<file path="config.mk">
export PLATFORM = sky130hd
export DESIGN_NAME = nic_flat
export DESIGN_NICKNAME = d
export VERILOG_FILES = /design/src/rtl/nic_if.sv /design/src/rtl/nic.sv /design/src/flat_wrapper.sv
export SDC_FILE = /design/constraint.sdc
export NUM_CORES = 1
export LEC_CHECK = 0
export ABC_AREA = 1
export CAP_MARGIN = 20
export CELL_PAD_IN_SITES_DETAIL_PLACEMENT = 1
export CELL_PAD_IN_SITES_GLOBAL_PLACEMENT = 1
export CORE_MARGIN = 2
export CORE_UTILIZATION = 30
export DETAILED_ROUTE_END_ITERATION = 16
export PLACE_DENSITY = 0.85
export SYNTH_ARGS = -nofsm -noshare
export SYNTH_HDL_FRONTEND = slang
export SYNTH_SLANG_ARGS = --single-unit
</file>
<file path="constraint.sdc">
create_clock -name clk -period 1.7 [get_ports clk]
set_input_delay 0.255 -clock clk [delete_from_list [all_inputs] [get_ports clk]]
set_output_delay 0.255 -clock clk [all_outputs]
set_load 0.1 [all_outputs]
</file>
<file path="src/rtl/nic_if.sv">
// rtl/nic_if.sv - CPU register window and router port bundle for the nic
//
// Purpose: groups the CPU-side register bus and the router-side packet
// handshake into one interface. The master modport is the environment
// (CPU and router); the slave modport is the nic itself.
// Signals:
//   addr, d_in, nicEn, nicWrEn  CPU -> nic register access
//   d_out                       nic -> CPU read data
//   net_si, net_di              router -> nic packet offer
//   net_ri                      nic -> router ingress ready
//   net_so, net_do              nic -> router packet send
//   net_ro, net_polarity        router -> nic egress ready and phase
// Data is big-endian: bit 0 is the MSB.
interface nic_if #(
  parameter int DATA_WIDTH = 64,
  parameter int ADDR_WIDTH = 2
);
  logic [ADDR_WIDTH-1:0]  addr;
  logic [0:DATA_WIDTH-1]  d_in;
  logic [0:DATA_WIDTH-1]  d_out;
  logic                   nicEn;
  logic                   nicWrEn;
  logic                   net_si;
  logic                   net_ri;
  logic [0:DATA_WIDTH-1]  net_di;
  logic                   net_so;
  logic                   net_ro;
  logic [0:DATA_WIDTH-1]  net_do;
  logic                   net_polarity;

  modport master (
    output addr, d_in, nicEn, nicWrEn, net_si, net_di, net_ro, net_polarity,
    input  d_out, net_ri, net_so, net_do
  );

  modport slave (
    input  addr, d_in, nicEn, nicWrEn, net_si, net_di, net_ro, net_polarity,
    output d_out, net_ri, net_so, net_do
  );
endinterface

</file>
<file path="src/rtl/nic.sv">
// rtl/nic.sv - network interface controller between CPU and ring router
//
// Purpose: one-deep input and output packet buffers exposed to the CPU as
// four registers (00 input buffer, 01 input status, 10 output buffer,
// 11 output status), exchanged with the router by a ready/send handshake.
// Ports:
//   clk    system clock, all state on the rising edge
//   reset  synchronous active-high reset
//   bus    nic_if.slave: CPU register bus and router packet port
module nic #(
  parameter int DATA_WIDTH = 64,
  parameter int ADDR_WIDTH = 2
) (
  input  logic  clk,
  input  logic  reset,
  nic_if.slave  bus
);
  localparam logic [ADDR_WIDTH-1:0] ADDR_IN_BUF   = ADDR_WIDTH'(0);
  localparam logic [ADDR_WIDTH-1:0] ADDR_IN_STAT  = ADDR_WIDTH'(1);
  localparam logic [ADDR_WIDTH-1:0] ADDR_OUT_BUF  = ADDR_WIDTH'(2);
  localparam logic [ADDR_WIDTH-1:0] ADDR_OUT_STAT = ADDR_WIDTH'(3);

  logic [0:DATA_WIDTH-1] r_in_buf;
  logic                  r_in_full;
  logic [0:DATA_WIDTH-1] r_out_buf;
  logic                  r_out_full;

  logic w_rd;
  logic w_wr;
  logic w_drain;
  logic w_load;
  logic w_ingress;
  logic w_send;

  assign w_rd      = bus.nicEn & ~bus.nicWrEn;
  assign w_wr      = bus.nicEn &  bus.nicWrEn;
  assign w_drain   = w_rd && (bus.addr == ADDR_IN_BUF) && r_in_full;
  // A write while the output buffer is still full is silently dropped.
  assign w_load    = w_wr && (bus.addr == ADDR_OUT_BUF) && !r_out_full;
  assign w_ingress = bus.net_si & ~r_in_full;
  // Bit 0 is the VC bit; inject only in the phase where that VC is idle.
  assign w_send    = r_out_full & bus.net_ro & (r_out_buf[0] == ~bus.net_polarity);

  assign bus.net_ri = ~r_in_full;
  assign bus.net_so = w_send;
  assign bus.net_do = r_out_buf;

  // Status words carry the full flag in bit DATA_WIDTH-1 (the LSB).
  always_comb begin
    bus.d_out = '0;
    if (w_rd) begin
      case (bus.addr)
        ADDR_IN_BUF:   bus.d_out = r_in_buf;
        ADDR_IN_STAT:  bus.d_out = {{(DATA_WIDTH-1){1'b0}}, r_in_full};
        ADDR_OUT_STAT: bus.d_out = {{(DATA_WIDTH-1){1'b0}}, r_out_full};
        default:       bus.d_out = '0;
      endcase
    end
  end

  // Ingress and drain are mutually exclusive (ingress needs empty, drain
  // needs full), as are load and send, so no priority is needed between them.
  always_ff @(posedge clk) begin
    if (reset) begin
      r_in_buf   <= '0;
      r_in_full  <= 1'b0;
      r_out_buf  <= '0;
      r_out_full <= 1'b0;
    end else begin
      if (w_ingress) begin
        r_in_buf  <= bus.net_di;
        r_in_full <= 1'b1;
      end else if (w_drain) begin
        r_in_full <= 1'b0;
      end
      if (w_send) begin
        r_out_full <= 1'b0;
      end else if (w_load) begin
        r_out_buf  <= bus.d_in;
        r_out_full <= 1'b1;
      end
    end
  end
endmodule
</file>
<file path="src/flat_wrapper.sv">
// flat-port wrapper written by rule: the top's interface ports become plain ports
module nic_flat 
#(
  parameter int DATA_WIDTH = 64,
  parameter int ADDR_WIDTH = 2
)
  (clk, reset, bus_addr, bus_d_in, bus_nicEn, bus_nicWrEn, bus_net_si, bus_net_di, bus_net_ro, bus_net_polarity, bus_d_out, bus_net_ri, bus_net_so, bus_net_do);
  nic_if #(.DATA_WIDTH(DATA_WIDTH), .ADDR_WIDTH(ADDR_WIDTH)) bus_i ();
  input  logic clk;
  input  logic reset;
  input wire logic [$bits(bus_i.addr)-1:0] bus_addr;
  input wire logic [$bits(bus_i.d_in)-1:0] bus_d_in;
  input wire logic [$bits(bus_i.nicEn)-1:0] bus_nicEn;
  input wire logic [$bits(bus_i.nicWrEn)-1:0] bus_nicWrEn;
  input wire logic [$bits(bus_i.net_si)-1:0] bus_net_si;
  input wire logic [$bits(bus_i.net_di)-1:0] bus_net_di;
  input wire logic [$bits(bus_i.net_ro)-1:0] bus_net_ro;
  input wire logic [$bits(bus_i.net_polarity)-1:0] bus_net_polarity;
  output wire logic [$bits(bus_i.d_out)-1:0] bus_d_out;
  output wire logic [$bits(bus_i.net_ri)-1:0] bus_net_ri;
  output wire logic [$bits(bus_i.net_so)-1:0] bus_net_so;
  output wire logic [$bits(bus_i.net_do)-1:0] bus_net_do;
  assign bus_i.addr = bus_addr;
  assign bus_i.d_in = bus_d_in;
  assign bus_i.nicEn = bus_nicEn;
  assign bus_i.nicWrEn = bus_nicWrEn;
  assign bus_i.net_si = bus_net_si;
  assign bus_i.net_di = bus_net_di;
  assign bus_i.net_ro = bus_net_ro;
  assign bus_i.net_polarity = bus_net_polarity;
  assign bus_d_out = bus_i.d_out;
  assign bus_net_ri = bus_i.net_ri;
  assign bus_net_so = bus_i.net_so;
  assign bus_net_do = bus_i.net_do;
  nic #(.DATA_WIDTH(DATA_WIDTH), .ADDR_WIDTH(ADDR_WIDTH)) u_core (.clk(clk), .reset(reset), .bus(bus_i));
endmodule
</file>
==> results of run 1 <==
[state kept, by name, indices dropped and copies added, names as in the netlist]
register and cells:
u_core.bus.net_do 64, u_core.r_in_buf 64, u_core.r_in_full 1, u_core.r_out_full 1
[worst register-to-register path, cell delays in order, from the launching register on]
cell and delay (ns):
dfxtp_4 0.36, nor2_4 0.14, nand2_1 0.10, nor2_4 0.18
buf_12 0.20, nor2_1 0.08, nor2_1 0.18
[logic make-up (layout without fill, tap and decap cells)]
family                 after synthesis  after routing  synth area share
buffers and inverters              139            417            0.1079
AO/OA/AOI/OAI                       66             66           0.05810
other                                0              7                 0
flip-flops                         130            130            0.4560
AND/OR/NAND/NOR                    530            530            0.3780
[synth_stat cells, drive strengths merged]
library cell / number
buf: 49
inv: 72
a21oi: 1
nand4: 64
dfxtp: 130
nor2: 327
nand3: 2
o21ai: 64
nand2: 137
a31oi: 1
clkbuf: 18
[metrics by stage]
stage	power, mW	setup TNS [ns]
detailed placement	5.489	-18.09
finish	9.397	0
floorplan	4.517	-0.04617
global placement	5.415	-12.53
global route	9.733	0
CTS	9.448	0
[metal layers]
metal  GRT usage  vias up  wire [um]
met3     0.04927       56       1064
met5           0        -          0
li1            -     3232          -
met1      0.2617     3172       9478
met2      0.4676      194      13600
met4      0.1258        0        990
[what timing repair did]
action | in CTS | in global routing
endpoints found under the setup margin | 65 | 55
cloned | 4 | 3
pin swaps | 3 | 12
resized for setup | 11 | 13
buffers inserted | 3 | 0
hold endpoints to repair | 0 | 0
[worst min-delay path by stage]
stage,cells past startpoint,startpoint,endpoint,slack (ns)
2_1_floorplan,1,reset,u_core.r_in_full,0.32
3_3_place_gp,2,u_core.r_in_buf[57],u_core.r_in_buf[57],0.46
3_5_place_dp,2,u_core.r_in_buf[3],u_core.r_in_buf[3],0.47
4_1_cts,3,bus_net_di[42],u_core.r_in_buf[21],0.43
5_1_grt,2,reset,u_core.r_in_full,0.45
6_report,2,reset,u_core.r_in_full,0.44
[power by group through the flow]
| stage | clock [mW] | sequential (mW) | combinational (mW) |
|---|---|---|---|
| floorplan | 0 | 3.75 | 0.767 |
| global placement | 0 | 3.42 | 2.00 |
| detailed placement | 0 | 3.43 | 2.06 |
| CTS | 3.96 | 3.37 | 2.12 |
| global route | 4.08 | 3.39 | 2.26 |
| finish | 3.89 | 3.37 | 2.13 |
[area by class of cell]
type	instances	area, um^2
inverters	72	287.8
diodes	7	17.52
clock buffers	21	460.4
repair inverters	1	8.758
repair buffers	313	4708
fillers	2063	7173
multi-input cells	596	2992
clock inverters	10	157.7
well taps	234	292.8
flip-flops and latches	130	2608
==> flow_summary.json, run 1 <==
{
  "outcome": "completed",
  "syn_avg_cell_area_um2": 6.597,
  "synth_cells": 865,
  "r2r_start": "u_core.r_out_full",
  "rrSetupSlack_ns": 0.38,
  "die_x_um": 141.9,
  "setup_viol": 0,
  "hold_viol": 0,
  "rsz0062_at_grt": "no",
  "crit_buf_inv": 5,
  "synth_seq_cells": 130,
  "rr_worst_depth": 6,
  "overflow": 0,
  "routedWlPerCell_um": 18.16,
  "min_period_ns": 1.642,
  "pin_count": 267,
  "yosysTopAreaCell": "dfxtp_1",
  "timing.critical_path.mode_cell": "buf_12",
  "drtIter0Drc": 265,
  "synth_area_leaders": "dfxtp_1, nor2_1, nand2_1, nand4_1, o21ai_0",
  "holdBufCountCts": 0,
  "worst_r2r_endpoint": "u_core.bus.net_do[47]",
  "crit_slowest_cell": "dlygate4sd2_1",
  "io_buffers": 266,
  "tightest_slew_ns": 0.4239,
  "cp.depth": 7,
  "area_delta_synth_final_pct": 102.1,
  "critPathKind": "in2out",
  "dp_slack_ns": -0.2911,
  "nets": 1268,
  "core-area_um2": 18710,
  "cpPeakStageDelay_ns": 0.25,
  "p_seq_frac": 0.359,
  "vias": 6654,
  "clkPwrFrac": 0.414,
  "grt_antenna_before_repair": 7,
  "drt-pass1-iter-count": 4,
  "routabilityCongestion": 0.7721,
  "p_comb_frac": 0.227,
  "totalWireLength_um": 25130,
  "critPathCapture": "bus_d_out[39]",
  "die_h_um": 141.9,
  "synth.distinct_cells": 18,
  "cts_tree": "done",
  "syn_area_um2": 5707,
  "power.leakage_nw": 4.616,
  "crit_chain": "dlygate4sd2_1 -> nor2_2 -> buf_6 -> inv_6 -> buf_12 -> nor2_4 -> buf_12",
  "cp_max_fo": 11,
  "hp-class": "in2reg",
  "root_buffer": "clkbuf_16",
  "dp_cells": 1336,
  "cp-startpoint": "bus_nicWrEn",
  "grt.total_usage": 0.2484,
  "layoutNonFillerInstCount": 1384,
  "htreeDepth": 4,
  "fin_ws_ns": 0.05824,
  "cts_made_buffers": 17,
  "switching_share": 0.2926,
  "drive_gt1_frac": 0.2537,
  "routed_via_density": 4.808,
  "placed_cell_area_um2": 10670,
  "drc": 0,
  "fmax_mhz": 609.1,
  "utilization": 0.6165,
  "row_count": 50,
  "end_kind": "output port",
  "critPathTopFamily": "buffers and inverters",
  "slew_headroom": 0.7174,
  "clkTransAtPathRegs_ns": 0.06,
  "synthesis.nets": 1002,
  "start_kind": "input pin",
  "netSwitchingPower_mw": 2.750,
  "grt_max_degree": 57,
  "detailed_place_hpwl_um": 17490,
  "internal_power_mw": 6.647,
  "worst_ep_arrival_time_ns": 1.39,
  "die_area_um2": 20140,
  "grt_pass1_wl_um": 38470,
  "hold_ws_ns": 0.4446,
  "numClockSinks": 130,
  "yosys.area.top_type_share": 0.4560,
  "final_common_cell": "nor2_1",
  "grt_pass1_vias": 7207,
  "clkLatencyLatePin_ns": 0.42,
  "detail-route-antenna-nets": 0,
  "power.density_nw_per_um2": 814.8,
  "finalCritPeriodShare": 0.9657,
  "yosys_warnings": 0,
  "drv_cap": 0,
  "yosysSeqAreaShare": 0.4560,
  "crit_required_ns": 1.44,
  "max-clock-path-buffers": 2,
  "fin_area_um2": 11530,
  "maxSlewViolCount": 0,
  "start_util": 0.3051,
  "peakVddDrop_mv": 0.7866,
  "mostFrequentLayoutCells": "nor2_1, buf_12, nand2_1, clkdlybuf4s50_1, dfxtp_1",
  "worst_clock_skew_ns": 0.006691
}
No activity file was read; power rests on OpenSTA's default activity.
==> inputs of run 2 (changes only) <==
Settings changed: GPL_TIMING_DRIVEN set to 0, PLACE_DENSITY 0.85 to unset, PLACE_DENSITY_LB_ADDON set to 0.1.
==> run 2 against run 1 <==
Net effect:
- worst hold slack lost 0.040 ns
- register-to-register slack lost 0.12 ns
- first-iteration DRC count shrank 34%
- maximum frequency shrank 0.77%
- utilization shrank 5.2 points
- sequential share of layout area grew 2.0 points
- non-clock buffer count grew 23
- critical path depth is the same
- largest power group unchanged
- largest cell class unchanged
- critical path type unchanged
- clock skew is essentially flat
- power shrank 6.2%
==> flow_summary.json, run 2 (synthesis results as in run 1) <==
{
  "outcome": "completed",
  "whs_path_depth": 5,
  "final_common_cell": "nor2_1",
  "hp-class": "in2reg",
  "detail-route-antenna-nets": 0,
  "cts_tree": "done",
  "die_x_um": 141.9,
  "numClockSinks": 130,
  "die_h_um": 141.9,
  "mostFrequentLayoutCells": "nor2_1, nand2_1, clkdlybuf4s50_1, dfxtp_1, inv_1",
  "drive_gt1_frac": 0.2511,
  "n_fill_cell": 2223,
  "max-clock-path-buffers": 2,
  "slew_headroom": 0.6142,
  "dp_cells": 1365,
  "hold_start": "bus_nicWrEn",
  "cp-startpoint": "bus_addr[1]",
  "drc": 0,
  "grt_max_degree": 17,
  "min_to": "u_core.r_in_full",
  "layoutNonFillerInstCount": 1401,
  "p_total_mw": 8.817,
  "area_delta_synth_final_pct": 85.20,
  "grt_pass1_wl_um": 33810,
  "pin_count": 267,
  "worst_clock_skew_ns": 0.007101,
  "fin_ws_ns": 0.04551,
  "min_period_ns": 1.654,
  "clkTransAtPathRegs_ns": 0.05,
  "rrSetupSlack_ns": 0.26,
  "clkLatencyLatePin_ns": 0.42,
  "drt-pass1-iter-count": 4,
  "n_antenna_cell": 0,
  "worst_r2r_endpoint": "u_core.r_in_buf[44]",
  "seqCellArea_um2": 2605,
  "routedWlPerCell_um": 15.53,
  "overflow": 0,
  "drv_cap": 0,
  "grt_antenna_before_repair": 0,
  "peakVddDrop_mv": 0.8224,
  "vias": 6439,
  "io_buffers": 266,
  "htreeDepth": 4,
  "hold_viol": 0,
  "start_kind": "input pin",
  "fmax_mhz": 604.4,
  "power.density_nw_per_um2": 834.3,
  "row_count": 50,
  "dp_slack_ns": -1.493,
  "grt_pass1_vias": 6527,
  "die_area_um2": 20140,
  "finalCritPeriodShare": 0.9732,
  "cp_max_fo": 10,
  "critPathKind": "in2out",
  "r2r_start": "u_core.r_in_full",
  "tightest_slew_ns": 0.5814,
  "worst_ep_arrival_time_ns": 1.40,
  "drtIter0Drc": 175,
  "detailed_place_hpwl_um": 15190,
  "core-area_um2": 18710,
  "power.leakage_nw": 4.228,
  "routed_via_density": 4.596,
  "totalWireLength_um": 21760,
  "start_util": 0.3051,
  "multi_input_area_um2": 2968,
  "rr_worst_depth": 6,
  "nets": 1291,
  "root_buffer": "clkbuf_16",
  "holdBufCountCts": 0,
  "end_kind": "output port",
  "routabilityCongestion": 0.7712,
  "grt.total_usage": 0.2160,
  "cts_made_buffers": 17,
  "setup_viol": 0,
  "maxSlewViolCount": 0,
  "crit_required_ns": 1.44
}
-- run 2: cell count changes in the layout (fill, tap and decap cells not counted), moves of 6 or more --
cell | before | now
buf_12 | 153 | 50
clkdlybuf4s15_2 | 0 | 65
buf_2 | 1 | 30
buf_8 | 0 | 16
buf_4 | 16 | 5
buf_6 | 2 | 11
clkbuf_1 | 2 | 11
diode_2 | 7 | 0
buf_1 | 0 | 6
-- run 2: worst max-delay path by stage --
stage	to	slack, ns
after floorplan	bus_d_out[0]	-0.05
after global placement	bus_d_out[58]	-1.48
after detailed placement	bus_d_out[58]	-1.49
after CTS	bus_d_out[38]	-0.002
after global routing	bus_d_out[59]	-0.02
final	bus_d_out[59]	0.05
-- run 2: power by group --
| group | switching, mW | total [mW] | internal, mW |
|---|---|---|---|
| Clock | 1.39 | 3.62 | 2.23 |
| Combinational | 1.19 | 1.87 | 0.683 |
| Sequential | 0.0951 | 3.33 | 3.23 |
-- run 2: metal layers --
layer  vias to the layer above  wire (um)  global-route usage
met3                        27       1489             0.06817
met2                       183      10610              0.3631
li1                       3258          -                   -
met5                         -          0                   0
met1                      2971       9212              0.2631
met4                         0        452             0.07053
-- run 2: metrics by stage --
stage	util	hold WS (ns)	setup TNS [ns]	cell area, um^2
3_5_place_dp	0.4886	0.4699	-110.76	9139
4_1_cts	0.5558	0.4053	-0.001969	10400
3_3_place_gp	0.4886	0.4619	-108.00	9139
5_1_grt	0.5650	0.4441	-0.02927	10570
2_1_floorplan	-	0.3241	-0.04617	6183
6_report	0.5650	0.4045	0	10570
-- run 2: what timing repair did --
action,CTS,global route
pin swaps,4,6
resized for setup,770,43
cloned,3,0
setup endpoints to repair,130,62
buffers inserted,0,1
-- run 2: critical path, cell delays in order --
cell and delay [ns]:
clkdlybuf4s15_1 0.25, nor2_4 0.16, buf_6 0.16, buf_8 0.13
nand2_1 0.09, nor2_4 0.15, buf_12 0.19
-- run 2: cell type report --
cell class	instances	share of cell area
inverter	72	0.02664
sequential	130	0.2465
timing repair buffer	269	0.3142
tap	234	0.02770
clock inverter	13	0.01290
multi-input combinational	596	0.2808
clock buffer	19	0.04286
buffer	67	0.04783
timing repair inverter	1	0.0005919
==> RTL change, RTL diff (settings of run 1) <==
Reset style: asynchronous (`reset`), changed in one clocked block. Comments in the files are not updated.
--- a/src/rtl/nic.sv
+++ b/src/rtl/nic.sv
@@ -62,3 +62,3 @@
   // needs full), as are load and send, so no priority is needed between them.
-  always_ff @(posedge clk) begin
+  always_ff @(posedge clk or posedge reset) begin
     if (reset) begin
Function: differs if reset is asserted again (counterexample within 4 cycles, from zero or initial values and one cycle with reset high); with reset held inactive, the same outputs for 4 cycles.
==> RTL change against run 1 <==
- routed wire length is 9.9% lower
- sequential cell count did not move
- synthesized area up 1.6%
- global-route usage down 2.0 points
- cell area grew 0.25%
- clock skew about the same
- first-iteration DRC count decreased by 1.5%
- setup slack hardly changed
- critical endpoint is now bus_d_out[22]
- highest routed layer unchanged
Power is not compared: it rests on default switching activity, and its combinational part moved more than twofold at a synthesized area within 25%.
==> RTL change: results (changes against run 1) <==
Synth
  • Post-synthesis sequential area ratio: 56.1% (was 45.6%)
  • Primary FF master, synth: dfrtp_1 (was dfxtp_1)
  • Distinct cells, synth: 15 (was 18)
  • FFs w/ async S/R, synth: 100% (was 0%)
  • Top post-synthesis cells by area: dfrtp_1, nand2_1, nand3_2 (was dfxtp_1, nor2_1, nand2_1)
  • Post-Syn Instances: 648 (was 865)
  • Post-Syn Nets: 785 (was 1002)

GRT
  • Total GRT Usage: 22.9% (was 24.8%)
  • First-pass GRT wire length: 35500 µm (was 38500 µm)
  • Pin count of the biggest net entering global routing: 64 (was 57)
  • Vias in the first global route: 6436 (was 7207)
  • Met2 usage: 42.5% (was 46.8%)
  • Initial antenna violation count: 0 (was 7)
  • Met1 Usage GRT: 23.7% (was 26.2%)

Worst setup path
  • Crit path from: bus_addr[0] (was bus_nicWrEn)
  • Crit Reg-Reg Startpoint: u_core.r_out_full (unchanged)
  • Max stage delay cell, worst path: buf_12 (was dlygate4sd2_1)
  • Critical path fanouts, max: 7 (was 11)

Timing
  • Fin Hold WS: 154 ps (was 445 ps)
  • Clock skew: 6.86 ps (was 6.69 ps)
  • Setup WS post-layout: 57.9 ps (was 58.2 ps)
  • Worst slew margin: 74.3% (was 71.7%)

Route
  • Routed vias/inst: 4.56 (was 4.81)
  • Met3 WL: 2080 µm (was 1060 µm)
  • Met2 wire length: 12400 µm (was 13600 µm)
  • Vias: 5561 (was 6654)
  • Met1 wire length: 7740 µm (was 9480 µm)

Place
  • Final estimated routing congestion in global placement: 0.786 (was 0.772)
  • Post-DP HPWL: 17100 µm (was 17500 µm)
  • DP Area: 0.0108 mm² (was 0.0107 mm²)
  • Worst slack, placed: -349 ps (was -291 ps)

Min path
  • Worst min path class: in -> async (was in -> reg)

Power
  • P_leak: 5.31 nW

Status
  • Status: finished clean (unchanged)

Layout
  • Layout cells sized above 1: 36.3% (was 25.4%)
  • ANT cells: 0 (was 7)
  • Nets@finish: 1084 (was 1268)
==> RTL change: cell type report <==
| cell class | instances | area [µm²] |
|---|---|---|
| multi-input cells | 406 | 2430 |
| repair buffers | 319 | 4670 |
| repair inverters | 1 | 16.3 |
| clock buffers | 18 | 439 |
| fillers | 1900 | 7270 |
| flip-flops and latches | 130 | 3260 |
| clock inverters | 13 | 138 |
| inverters | 72 | 290 |
| well taps | 260 | 325 |
==> RTL change: cells by family (layout without fill, tap and decap cells) <==
family | Yosys count | count (layout) | synth area share, %
buffers and inverters | 112 | 423 | 10.1
AND/OR/NAND/NOR | 342 | 342 | 28.3
AO/OA/AOI/OAI | 64 | 64 | 5.52
flip-flops | 130 | 130 | 56.1
==> RTL change: what timing repair did <==
| action | in CTS | in global routing |
|---|---|---|
| gates resized for setup | 28 | 7 |
| pin swaps | 5 | 6 |
| endpoints found under the setup margin | 64 | 14 |
| setup buffers | 3 | 1 |
| gates cloned | 3 | 0 |
